### src/rtl/step_sequencer_if.sv
// Instruction request and datapath-enable bundle between the issuer and step_sequencer.
// The issuer owns the master side and the sequencer owns the slave side.
interface step_sequencer_if #(
    parameter int NUM_REGS = 16,
    parameter int SEL_W    = 4
);
    logic                start;
    logic [1:0]          op;
    logic [SEL_W-1:0]    rd_sel;
    logic [SEL_W-1:0]    rs_sel;
    logic [NUM_REGS-1:0] reg_out;
    logic [NUM_REGS-1:0] reg_in;
    logic                y_in;
    logic                z_in;
    logic                z_out;
    logic [1:0]          alu_op;
    logic                busy;
    logic                done;

    modport master (
        output start, op, rd_sel, rs_sel,
        input  reg_out, reg_in, y_in, z_in, z_out, alu_op, busy, done
    );

    modport slave (
        input  start, op, rd_sel, rs_sel,
        output reg_out, reg_in, y_in, z_in, z_out, alu_op, busy, done
    );
endinterface

### src/rtl/step_sequencer.sv
// Init/T0..T2 control-step machine that sequences bus, Y and Z enables for one
// MOV/ADD/SUB/AND register instruction; state advances on the falling clock edge.
module step_sequencer #(
    parameter int NUM_REGS = 16,
    parameter int SEL_W    = 4
) (
    input  logic              clock,
    input  logic              clear,
    step_sequencer_if.slave   bus
);
    typedef enum logic [2:0] {
        S_IDLE,
        S_T0,
        S_T1,
        S_T2,
        S_DONE
    } state_t;

    localparam logic [1:0] OP_MOV = 2'b00;

    state_t           state_q, state_d;
    logic [1:0]       op_q, op_d;
    logic [SEL_W-1:0] rd_q, rd_d;
    logic [SEL_W-1:0] rs_q, rs_d;

    // Out-of-range selects match no bit, giving an all-zero vector.
    function automatic logic [NUM_REGS-1:0] onehot(input logic [SEL_W-1:0] sel);
        logic [NUM_REGS-1:0] v;
        for (int i = 0; i < NUM_REGS; i++) begin
            v[i] = (32'(sel) == i);
        end
        return v;
    endfunction

    always_comb begin
        state_d = state_q;
        op_d    = op_q;
        rd_d    = rd_q;
        rs_d    = rs_q;
        unique case (state_q)
            S_IDLE: begin
                if (bus.start) begin
                    state_d = S_T0;
                    op_d    = bus.op;
                    rd_d    = bus.rd_sel;
                    rs_d    = bus.rs_sel;
                end
            end
            S_T0:    state_d = (op_q == OP_MOV) ? S_DONE : S_T1;
            S_T1:    state_d = S_T2;
            S_T2:    state_d = S_DONE;
            S_DONE:  state_d = S_IDLE;
            default: state_d = S_IDLE;
        endcase
    end

    // Enables decode purely from registered state so they settle before the
    // datapath's rising-edge capture.
    always_comb begin
        bus.reg_out = '0;
        bus.reg_in  = '0;
        bus.y_in    = 1'b0;
        bus.z_in    = 1'b0;
        bus.z_out   = 1'b0;
        bus.alu_op  = (state_q == S_IDLE) ? 2'b00 : op_q;
        bus.busy    = (state_q != S_IDLE);
        bus.done    = 1'b0;
        unique case (state_q)
            S_T0: begin
                if (op_q == OP_MOV) begin
                    bus.reg_out = onehot(rs_q);
                    bus.reg_in  = onehot(rd_q);
                end else begin
                    bus.reg_out = onehot(rd_q);
                    bus.y_in    = 1'b1;
                end
            end
            S_T1: begin
                bus.reg_out = onehot(rs_q);
                bus.z_in    = 1'b1;
            end
            S_T2: begin
                bus.z_out  = 1'b1;
                bus.reg_in = onehot(rd_q);
            end
            S_DONE:  bus.done = 1'b1;
            default: ;
        endcase
    end

    always_ff @(negedge clock or negedge clear) begin
        if (!clear) begin
            state_q <= S_IDLE;
            op_q    <= '0;
            rd_q    <= '0;
            rs_q    <= '0;
        end else begin
            state_q <= state_d;
            op_q    <= op_d;
            rd_q    <= rd_d;
            rs_q    <= rs_d;
        end
    end
endmodule

### src/flat_wrapper.sv
// flat-port wrapper written by rule: the top's interface ports become plain ports
module step_sequencer_flat 
#(
    parameter int NUM_REGS = 16,
    parameter int SEL_W    = 4
)
  (clock, clear, bus_start, bus_op, bus_rd_sel, bus_rs_sel, bus_reg_out, bus_reg_in, bus_y_in, bus_z_in, bus_z_out, bus_alu_op, bus_busy, bus_done);
  step_sequencer_if #(.NUM_REGS(NUM_REGS), .SEL_W(SEL_W)) bus_i ();
  input  logic clock;
  input  logic clear;
  input wire logic [$bits(bus_i.start)-1:0] bus_start;
  input wire logic [$bits(bus_i.op)-1:0] bus_op;
  input wire logic [$bits(bus_i.rd_sel)-1:0] bus_rd_sel;
  input wire logic [$bits(bus_i.rs_sel)-1:0] bus_rs_sel;
  output wire logic [$bits(bus_i.reg_out)-1:0] bus_reg_out;
  output wire logic [$bits(bus_i.reg_in)-1:0] bus_reg_in;
  output wire logic [$bits(bus_i.y_in)-1:0] bus_y_in;
  output wire logic [$bits(bus_i.z_in)-1:0] bus_z_in;
  output wire logic [$bits(bus_i.z_out)-1:0] bus_z_out;
  output wire logic [$bits(bus_i.alu_op)-1:0] bus_alu_op;
  output wire logic [$bits(bus_i.busy)-1:0] bus_busy;
  output wire logic [$bits(bus_i.done)-1:0] bus_done;
  assign bus_i.start = bus_start;
  assign bus_i.op = bus_op;
  assign bus_i.rd_sel = bus_rd_sel;
  assign bus_i.rs_sel = bus_rs_sel;
  assign bus_reg_out = bus_i.reg_out;
  assign bus_reg_in = bus_i.reg_in;
  assign bus_y_in = bus_i.y_in;
  assign bus_z_in = bus_i.z_in;
  assign bus_z_out = bus_i.z_out;
  assign bus_alu_op = bus_i.alu_op;
  assign bus_busy = bus_i.busy;
  assign bus_done = bus_i.done;
  step_sequencer #(.NUM_REGS(NUM_REGS), .SEL_W(SEL_W)) u_core (.clock(clock), .clear(clear), .bus(bus_i));
endmodule
### config.mk
export PLATFORM = sky130hd
export DESIGN_NAME = step_sequencer_flat
export DESIGN_NICKNAME = d
export VERILOG_FILES = /design/src/rtl/step_sequencer_if.sv /design/src/rtl/step_sequencer.sv /design/src/flat_wrapper.sv
export SDC_FILE = /design/constraint.sdc
export NUM_CORES = 1
export LEC_CHECK = 0
export ABC_CLOCK_PERIOD_IN_PS = 2200
export CORE_MARGIN = 4
export CORE_UTILIZATION = 43
export CTS_BUF_LIST = sky130_fd_sc_hd__clkbuf_8
export DETAILED_ROUTE_END_ITERATION = 12
export PLACE_DENSITY = 0.88
export SYNTH_ARGS = -nofsm -noshare
export SYNTH_HDL_FRONTEND = slang
export SYNTH_SLANG_ARGS = --single-unit
### constraint.sdc
create_clock -name clock -period 2.2 [get_ports clock]
set_input_delay 0.22 -clock clock [delete_from_list [all_inputs] [get_ports clock]]
set_output_delay 0.22 -clock clock [all_outputs]
set_load 0.02 [all_outputs]
==> out/qor.yml, run 1 <==
port_buffers: 51
avgSynthCellArea_um2: 9.19
synth_edf_count: 0
die_h_um: 55.2
netlist.area_leader.share: 0.340
tool.error: "[ERROR DPL-0038] Utilization greater than 100%, impossible to legalize"
place_area_um2: 1840
status: "aborted with a tool error"
cts_resized: 220
cts_sinks: 13
cts-buffers-inserted: 3
cts-root-buf: "clkbuf_8"
synthTopCellsByCount: "nor2_1 (21), o22ai_1 (16), dfrtn_1 (13)"
netlist_instances: 104
yosys.area.top_type: "dfrtn_1"
synth_warnings: 0
synth_flop_cell: "dfrtn_1"
synth_seq_cells: 13
post-cts-setup-buffers: 26
die_x_um: 55.2
cts_buffer_depth: 2
postCtsHoldBufs: 0
synth_area_leaders: "dfrtn_1 (34%), mux2_4 (14%), o22ai_1 (10%)"
synth_nets: 117
synth.most_common_cell: "nor2_1"
yosysSeqAreaShare: 0.340
rows: 16
hpwl_mm: 2.79
syn_area_um2: 956
async_flop_share: 1.00
gp_congestion: 0.834
start_util: 0.468
htree_num_levels: 1
stop_stage: "4_1_cts"
io_pins: 52
yosys.cell_types.count: 28
cells by family after synthesis:
family,share of synthesized area
mux,0.141
buf+inv,0.0458
simple gates,0.305
compound gates,0.168
flops,0.340
per-stage QoR:
stage	std cells	worst slack, ns	hold slack, ns
after floorplan	104	-0.437	0.458
after detailed placement	205	-1.04	0.612
after global placement	205	-0.957	0.567
==> run 2: changes to the inputs <==
--- a/config.mk
+++ b/config.mk
@@ -6,11 +6,10 @@
 export NUM_CORES = 1
 export LEC_CHECK = 0
 export ABC_CLOCK_PERIOD_IN_PS = 2200
-export CORE_MARGIN = 4
-export CORE_UTILIZATION = 43
-export CTS_BUF_LIST = sky130_fd_sc_hd__clkbuf_8
+export CORE_AREA = 4 4 65 67
 export DETAILED_ROUTE_END_ITERATION = 12
-export PLACE_DENSITY = 0.88
+export DIE_AREA = 0 0 69 71
+export PLACE_DENSITY_LB_ADDON = 0.15
 export SYNTH_ARGS = -nofsm -noshare
 export SYNTH_HDL_FRONTEND = slang
 export SYNTH_SLANG_ARGS = --single-unit
==> run 2 against run 1 <==
Compared with the run above:
- the flow now finishes, with violations (setup timing)
- area after synthesis unchanged
- synthesized cell count unchanged
==> out/qor.yml, run 2 <==
status: "finished, violations left"  # was aborted with a tool error
violations: "setup timing"
synth_compound_area_frac: 0.168  # unchanged
hold_path.class: "flip-flop to flip-flop"
grt_max_degree: 14
grt_usage: 0.144
worstMarginPinSlew_ns: 0.342
fillers: 310
core_area_um2: 3630
first_pass_iters: 3
finalPower_uw: 3240
r2r_start: "u_core.state_q[1]"
synthTopCellsByCount: "nor2_1 (21), o22ai_1 (16), dfrtn_1 (13)"  # unchanged
grt_pass1_vias: 1213
p_per_area_nw_per_um2: 1390
layout_common_cells: "buf_6 (49), buf_4 (41), dfrtn_1 (13), nor2_4 (11), clkdlybuf4s50_1 (11)"
startpoint: "u_core.state_q[1]"
stdcell_count: 255
synth_flop_cell: "dfrtn_1"  # unchanged
die_h_um: 71  # was 55.2 um
finalWirelength_mm: 3.53
cp-start-kind: "flip-flop"
cts-root-buf: "clkbuf_8"  # unchanged
cts_sinks: 13  # unchanged
use_met3: 0.0327
r2r_end: "u_core.rd_q[3]"
cp-endpoint: "bus_reg_out[7]"
clk_latency_ns: 0.26
muxShareOfSynthArea: 0.141  # unchanged
fin_area_um2: 2330
antenna_found_initial: 0
synth-simple-area-share: 0.305  # unchanged
top_regs: "u_core.rd_q x4, u_core.rs_q x4, u_core.state_q x3"
synth_edf_count: 0  # unchanged
n_antenna_cell: 0
path_cells: "nor4b_4 > buf_4 > o211ai_1 > buf_4 > o22ai_2 > buf_6"
synth_warnings: 0  # unchanged
synth_top_family_by_area: "simple AND/OR/NAND/NOR gates"  # unchanged
wl_per_cell_um: 13.9
synthAdderAreaFrac: 0  # unchanged
finalHoldViolCount: 0
synth_seq_cells: 13  # unchanged
cts_buffer_depth: 2  # unchanged
synth_area_leaders: "dfrtn_1 (34%), mux2_4 (14%), o22ai_1 (10%)"  # unchanged
place_inst: 224  # was 205
reg2reg_slack_ns: 0.41
rows: 22  # was 16
setup_viol: 39
nets: 221
yosys.area.top_type: "dfrtn_1"  # unchanged
worst-path-max-fanout: 5
worstSetupEndpointType: "output pin"
max-cap-violations: 0
port_buffers: 51  # unchanged
grt_use_met2: 0.258
netlist.area_leader.share: 0.340  # unchanged
drt_iter0_markers: 23
die_x_um: 69  # was 55.2 um
crit_top_cell: "buf_4"
postCtsHoldBufs: 0  # unchanged
cp_top_family: "buffers and inverters"
critPathArrivalTime_ns: 2.83
crit_required_ns: 1.98
cts_tree: "built"
drcViolationCount: 0
gp_congestion: 0.757  # was 0.834
num_vias: 1178
vias_per_cell: 4.62
io_pins: 52  # unchanged
rsz0062_at_grt: "true"
synth.most_common_cell: "nor2_1"  # unchanged
final_max_slew_viol_count: 0
syn_area_um2: 956  # unchanged
yosys.cell_types.count: 28  # unchanged
htree_num_levels: 1  # unchanged
area_growth_pct: 144
place_area_um2: 1870  # was 1840 um^2
worstSetupPathType: "flip-flop to output pin"
hpwl_mm: 2.58  # was 2.79 mm
grt_busiest_layer: "met2"
start_util: 0.263  # was 0.468
critPathMaxStageDelay_ns: 0.41
async_flop_share: 1.00  # unchanged
clk_pin_slew_ns: 0.04
slowest_stage: "dfrtn_1"
grt-ovfl-total: 0
crit_cells: 6
leakagePower_uw: 0.000968
netlist_instances: 104  # unchanged
critPathBufInv: 3
worst_ir_drop_vdd_uv: 993
ant_nets: 0
fin_ws_ns: -0.850
drive_gt1_frac: 0.720
fp.dieArea_um2: 4900
cts-buffers-inserted: 3  # unchanged
reg2regPathDepth: 7
slew_headroom: 0.772
final_core_utilization: 0.641
avgSynthCellArea_um2: 9.19  # unchanged
grt_pass1_wl_mm: 5.78
yosysSeqAreaShare: 0.340  # unchanged
fin_skew_ns: 0.000725
synth-xor-area-share: 0  # unchanged
synth_nets: 117  # unchanged
final_common_cell: "buf_6"
use_met1: 0.166
==> run 2: area by class of cell <==
cell class | instances | area [um^2] | share of cell area
inverters | 2 | 7.51 | 0.00322
clock inverters | 1 | 5.00 | 0.00215
well taps | 48 | 60.1 | 0.0258
clock buffers | 3 | 41.3 | 0.0177
multi-input cells | 85 | 891 | 0.383
flip-flops and latches | 13 | 325 | 0.140
repair buffers | 103 | 998 | 0.429
==> run 2: repair_timing <==
action                                  CTS  global route
cloned                                    1             0
gates resized for setup                 236            37
pin swaps                                19            16
buffers inserted                         16            11
endpoints found under the setup margin   48            39
hold endpoints to repair                  0             0
==> run 2: power by group <==
group | leakage [uW] | switching (uW) | internal (uW)
registers | 0.000157 | 176 | 371
logic | 0.000786 | 1130 | 1350
clock network | 0.0000255 | 80.5 | 125
==> run 2: worst min-delay path: cells and delay by family, from the launching register on <==
| kind | cells | cell delay [ns] |
|---|---|---|
| DFF | 1 | 0.43 |
| buffers and inverters | 1 | 0.12 |
| muxes | 1 | 0.12 |
==> run 2: worst min path at each step <==
stage                   start             end  slack (ns)  cells past startpoint
5_1_grt        u_core.rs_q[3]  u_core.rs_q[3]        0.63                      2
4_1_cts        u_core.rs_q[3]  u_core.rs_q[3]        0.59                      2
3_3_place_gp   u_core.rs_q[3]  u_core.rs_q[3]        0.58                      2
6_report       u_core.rs_q[3]  u_core.rs_q[3]        0.58                      2
2_1_floorplan  u_core.rs_q[3]  u_core.rs_q[3]        0.46                      1
3_5_place_dp   u_core.rs_q[3]  u_core.rs_q[3]        0.59                      2
==> run 2: metal layers <==
layer  vias up  wire length, um
li1        593                -
met1       548             1430
met2        35             1910
met3         2              179
met4         0               19
met5         -                0
==> run 2: cells by family after synthesis <==
family,count (synthesis)
AO/OA/AOI/OAI,24
buffers and inverters,7
flip-flops,13
multiplexers,9
AND/OR/NAND/NOR,51
==> run 2: per-stage QoR <==
step           setup WS [ns]  hold WS, ns  setup TNS (ns)
6_report              -0.850        0.584          -26.86
5_1_grt               -0.968        0.634          -30.52
4_1_cts               -0.852        0.590          -25.99
3_5_place_dp           -1.02        0.587          -36.78
3_3_place_gp          -0.981        0.581          -35.53
2_1_floorplan         -0.437        0.458          -12.76
No activity file was read; power rests on OpenSTA's default activity.
